[config.mk]
export PLATFORM = sky130hd
export DESIGN_NAME = pmem_scheduler
export DESIGN_NICKNAME = d
export VERILOG_FILES = /design/src/rtl/pmem_scheduler.sv
export SDC_FILE = /design/constraint.sdc
export NUM_CORES = 2
export LEC_CHECK = 0
export ABC_AREA = 0
export ABC_CLOCK_PERIOD_IN_PS = 33700
export CELL_PAD_IN_SITES_DETAIL_PLACEMENT = 0
export CELL_PAD_IN_SITES_GLOBAL_PLACEMENT = 1
export CORE_AREA = 2 2 633 635
export DETAILED_ROUTE_END_ITERATION = 6
export DIE_AREA = 0 0 635 637
export PLACE_DENSITY_LB_ADDON = 0.1
export SLEW_MARGIN = 20
export SYNTH_ARGS = -nofsm -noshare
export SYNTH_HDL_FRONTEND = slang
export SYNTH_SLANG_ARGS = --single-unit
[constraint.sdc]
create_clock -name clk -period 33.7 [get_ports clk]
set_input_delay 10.11 -clock clk [delete_from_list [all_inputs] [get_ports clk]]
set_output_delay 10.11 -clock clk [all_outputs]
set_load 0.03 [all_outputs]
[src/rtl/pmem_scheduler.sv]
// Arbitrates I-cache and D-cache line requests onto a single memory adapter.
// Define PMEM_SCHED_RR_EN for round-robin arbitration; otherwise D has fixed priority.
module pmem_scheduler #(
    parameter int LINE_W = 256,
    parameter int ADDR_W = 32
) (
    input  logic              clk,
    input  logic              rst,
    input  logic              pmem_iread,
    input  logic              pmem_iwrite,
    input  logic [ADDR_W-1:0] pmem_iaddress,
    input  logic [LINE_W-1:0] pmem_iwdata,
    output logic [LINE_W-1:0] pmem_irdata,
    output logic              pmem_iresp,
    input  logic              pmem_dread,
    input  logic              pmem_dwrite,
    input  logic [ADDR_W-1:0] pmem_daddress,
    input  logic [LINE_W-1:0] pmem_dwdata,
    output logic [LINE_W-1:0] pmem_drdata,
    output logic              pmem_dresp,
    output logic              cache_read,
    output logic              cache_write,
    output logic [ADDR_W-1:0] cache_addr,
    output logic [LINE_W-1:0] cache_wdata,
    input  logic [LINE_W-1:0] cache_rdata,
    input  logic              cache_resp,
    output logic              d_miss
);

    typedef enum logic [1:0] {IDLE, GRANT_I, GRANT_D, DONE} state_t;

    state_t            state;
    logic              i_req;
    logic              d_req;
    logic              pick_d;
    logic [15:0]       grant_cnt_i;
    logic [15:0]       grant_cnt_d;
    logic [LINE_W-1:0] irdata_hold;
    logic [LINE_W-1:0] drdata_hold;

    assign i_req = pmem_iread | pmem_iwrite;
    assign d_req = pmem_dread | pmem_dwrite;

`ifdef PMEM_SCHED_RR_EN
    logic last_d;

    // On a tie the port that did not win the previous grant goes first.
    assign pick_d = d_req & (~i_req | ~last_d);
`else
    assign pick_d = d_req;
`endif

    // The cache_* outputs are the latched request itself: loaded on grant, cleared on response.
    always_ff @(posedge clk or posedge rst) begin
        if (rst) begin
            state       <= IDLE;
            cache_read  <= 1'b0;
            cache_write <= 1'b0;
            cache_addr  <= '0;
            cache_wdata <= '0;
            grant_cnt_i <= '0;
            grant_cnt_d <= '0;
`ifdef PMEM_SCHED_RR_EN
            last_d      <= 1'b0;
`endif
        end else begin
            case (state)
                IDLE: begin
                    if (i_req | d_req) begin
                        if (pick_d) begin
                            state       <= GRANT_D;
                            cache_write <= pmem_dwrite;
                            cache_read  <= pmem_dread & ~pmem_dwrite;
                            cache_addr  <= pmem_daddress;
                            cache_wdata <= pmem_dwdata;
                            if (grant_cnt_d != 16'hFFFF) grant_cnt_d <= grant_cnt_d + 16'd1;
                        end else begin
                            state       <= GRANT_I;
                            cache_write <= pmem_iwrite;
                            cache_read  <= pmem_iread & ~pmem_iwrite;
                            cache_addr  <= pmem_iaddress;
                            cache_wdata <= pmem_iwdata;
                            if (grant_cnt_i != 16'hFFFF) grant_cnt_i <= grant_cnt_i + 16'd1;
                        end
`ifdef PMEM_SCHED_RR_EN
                        last_d <= pick_d;
`endif
                    end
                end
                GRANT_I, GRANT_D: begin
                    if (cache_resp) begin
                        state       <= DONE;
                        cache_read  <= 1'b0;
                        cache_write <= 1'b0;
                        cache_addr  <= '0;
                        cache_wdata <= '0;
                    end
                end
                DONE:    state <= IDLE;
                default: state <= IDLE;
            endcase
        end
    end

    // Read data is forwarded in the response cycle and held afterwards.
    always_ff @(posedge clk or posedge rst) begin
        if (rst) begin
            irdata_hold <= '0;
            drdata_hold <= '0;
        end else begin
            if (pmem_iresp) irdata_hold <= cache_rdata;
            if (pmem_dresp) drdata_hold <= cache_rdata;
        end
    end

    assign pmem_iresp  = (state == GRANT_I) & cache_resp;
    assign pmem_dresp  = (state == GRANT_D) & cache_resp;
    assign pmem_irdata = pmem_iresp ? cache_rdata : irdata_hold;
    assign pmem_drdata = pmem_dresp ? cache_rdata : drdata_hold;
    assign d_miss      = ~rst & (((state == IDLE) & d_req) | (state == GRANT_D));

endmodule

==> metrics.cfg <==
[status]
status = finished clean

[synthesis]
yosys.area.top_type_share_pct = 60.67
yosysWarnings = 0
synth.most_common_cell = dfrtp_1
ys_ff_latch = 804
yosysSeqAreaShare_pct = 60.67
ys.flop_type = dfrtp_1
synth_area_leaders = dfrtp_1 (61%), mux2_2 (17%), mux2i_1 (8.7%), o2bb2ai_1 (5.0%), o2bb2ai_2 (4.5%)
synth_top_area_cell = dfrtp_1
synth_top_cells_by_count = dfrtp_1 (804), mux2_2 (512), mux2i_1 (289)
synthCells = 2084
synth_edf_count = 0
synth_cell_types = 28
synth_fp_nets = 2927
netlist_area_mm2 = 0.03316
syn_area_per_cell_um2 = 15.91
async_flop_share_pct = 100.0

[global_route]
antenna_found_initial = 161
first_global_vias = 27920
grt_pass1_wl_mm = 313.0
grt_max_degree = 109
overflow = 0
grt_usage_pct = 11.68

[finish]
syn2layout_area_growth_pct = 80.12
num-nets-final = 4583
drive_gt1_share_pct = 22.15
fin_area_mm2 = 0.05973

[clock_network]
post_cts_buffers = 0
post_cts_resized = 0
htreeDepth = 3
root_buffer = clkbuf_16
clock_latency_ps = 890
clockBufferDepth = 4
clkSinkCount = 804
numCtsBuffers = 125
clkTransAtPathRegs_ps = 50
cts_tree = yes
cts_hold_buf = 0

[placement]
placement.cell_area_mm2 = 0.05558
port_buffers = 1643
dpl.hpwl_mm = 195.1
gp_congestion = 0.8578
dp_slack_ps = 8852

[sta]
hold_viol_final = 0
rsz0062_at_grt = no
fmax_mhz = 40.46
skew_ps = 50.10
setup_viol = 0
min_period_ps = 24720
slew_headroom_pct = 25.81
fin_crit_sh_pct = 73.35
slew_viol_final = 0
tns_ps = 0
tightest_slew_ps = 1113
whs_ps = 481.9
worst_slack_ps = 8981

[route]
wl_per_cell_um = 26.78
top_layer_used = met5
wl_met1_mm = 87.17
routed-via-count = 25740
drt-pass1-iter-count = 5
totalWireLength_mm = 244.3
routed_via_density = 2.821
antenna_left = 0
drc = 0
routed-wl-met3_mm = 19.81
dr.first_iter.drc_count = 937
dr_wl_met2_mm = 131.0

[die]
start_util_pct = 8.333
die_x_um = 635
core_area_mm2 = 0.3980
fp.dieH_um = 637
std_cell_rows = 232
boundaryPins = 1644
die-area_mm2 = 0.4045

[power]
p_per_area_mw_per_mm2 = 114.4
power_leakage_nw = 22.52
max-vdd-ir-drop_uv = 57.01

[setup_path]
regToRegSetupSlack_ps = 28820
worstPathRequired_ps = 23590
arrival_ps = 14610
critPathLaunchType = input pin
rr_worst_depth = 9
worstSetupPathType = input pin to primary output
cp_max_fo = 99
rr_endpoint = cache_addr[5]$_DFFE_PP0P_
timing.rr.start = state[0]$_DFFE_PP0P_
cp-end-kind = primary output

[worst_hold_path]
hold_depth = 1
min-delay-path-class = flop to flop
hold_start = cache_wdata[123]$_DFFE_PP0P_
holdPathEnd = cache_wdata[123]$_DFFE_PP0P_

[flow_run]
cap_viol_max_count = 0

==> layout make-up <==
cell class                 count  area (um2)
tap                         5265        6588
clock buffer                 196        3785
timing repair buffer        1682       16770
multi-input combinational   1120       12060
sequential                   804       20120
inverter                       7       33.78
clock inverter                24       310.3
fill                       44120      338200
antenna                       24       60.06
==> worst max-delay path: stages <==
cell and delay [ps]:
clkdlybuf4s50_1 530, nand2_4 530, buf_12 460, buf_4 580, buf_4 720, mux2_2 430
clkdlybuf4s50_1 670
==> layout by cell type (no fill, tap or decap), drive strengths merged <==
cell	synthesis	routed
a211o	1	1
nor4	1	1
clkinv	0	15
o21a	1	1
o2bb2ai	288	288
clkdlybuf4s50	0	1641
buf	146	41
o22ai	2	2
a2bb2oi	2	2
o21ai	1	1
ha	4	4
dfrtp	804	804
mux2	512	512
mux2i	289	289
diode	0	24
clkinvlp	0	2
nand2	4	4
or3b	1	1
nor2b	3	3
a21oi	2	2
or2	1	1
inv	7	9
bufinv	0	5
o32ai	1	1
clkbuf	7	196
nor3b	2	2
nor2	5	5
==> per-stage QoR <==
step                utilization (%)  power [mW]  cells
floorplan                         -       3.767   2084
global placement              13.96       5.615   8878
detailed placement            13.96       5.601   8878
CTS                           14.99       7.045   9098
global route                  15.00       7.191   9103
finish                        15.01       6.835   9122
==> worst max path at each step <==
stage          cells past startpoint       start                        end
6_report                           7  cache_resp           pmem_drdata[120]
5_1_grt                            7  cache_resp            pmem_drdata[42]
4_1_cts                            7  cache_resp           pmem_drdata[117]
3_5_place_dp                       7  cache_resp           pmem_drdata[117]
3_3_place_gp                       7  cache_resp           pmem_drdata[117]
2_1_floorplan                      1         rst  cache_addr[0]$_DFFE_PP0P_
==> power breakdown <==
group	switching (mW)	internal, mW	leakage, nW
clock network	0.555	0.800	2.01
logic	2.38	1.47	10.5
registers	0.178	1.46	9.98
total	3.11	3.72	22.5
==> cells by family (layout without fill, tap and decap cells) <==
family,count (synthesis),after routing,share of synthesized area (%)
mux,801,801,26.11
compound gates,298,298,9.703
buf+inv,160,1909,3.037
other cells,0,24,0
flops,804,804,60.67
fa+ha+maj,4,4,0.1509
simple gates,17,17,0.3358
==> routing by layer <==
layer | up-vias | global-route usage (%)
met3 | 418 | 4.557
met1 | 13000 | 11.97
met5 | - | 0
met2 | 1126 | 22.25
li1 | 11110 | -
met4 | 78 | 2.285
==> flip-flops by register name (all words and copies together) (netlist names) <==
signal and count:
drdata_hold 256, cache_write 1, state 2, cache_addr 32, cache_read 1, irdata_hold 256, cache_wdata 256
Power figures use the tool's default switching activity.
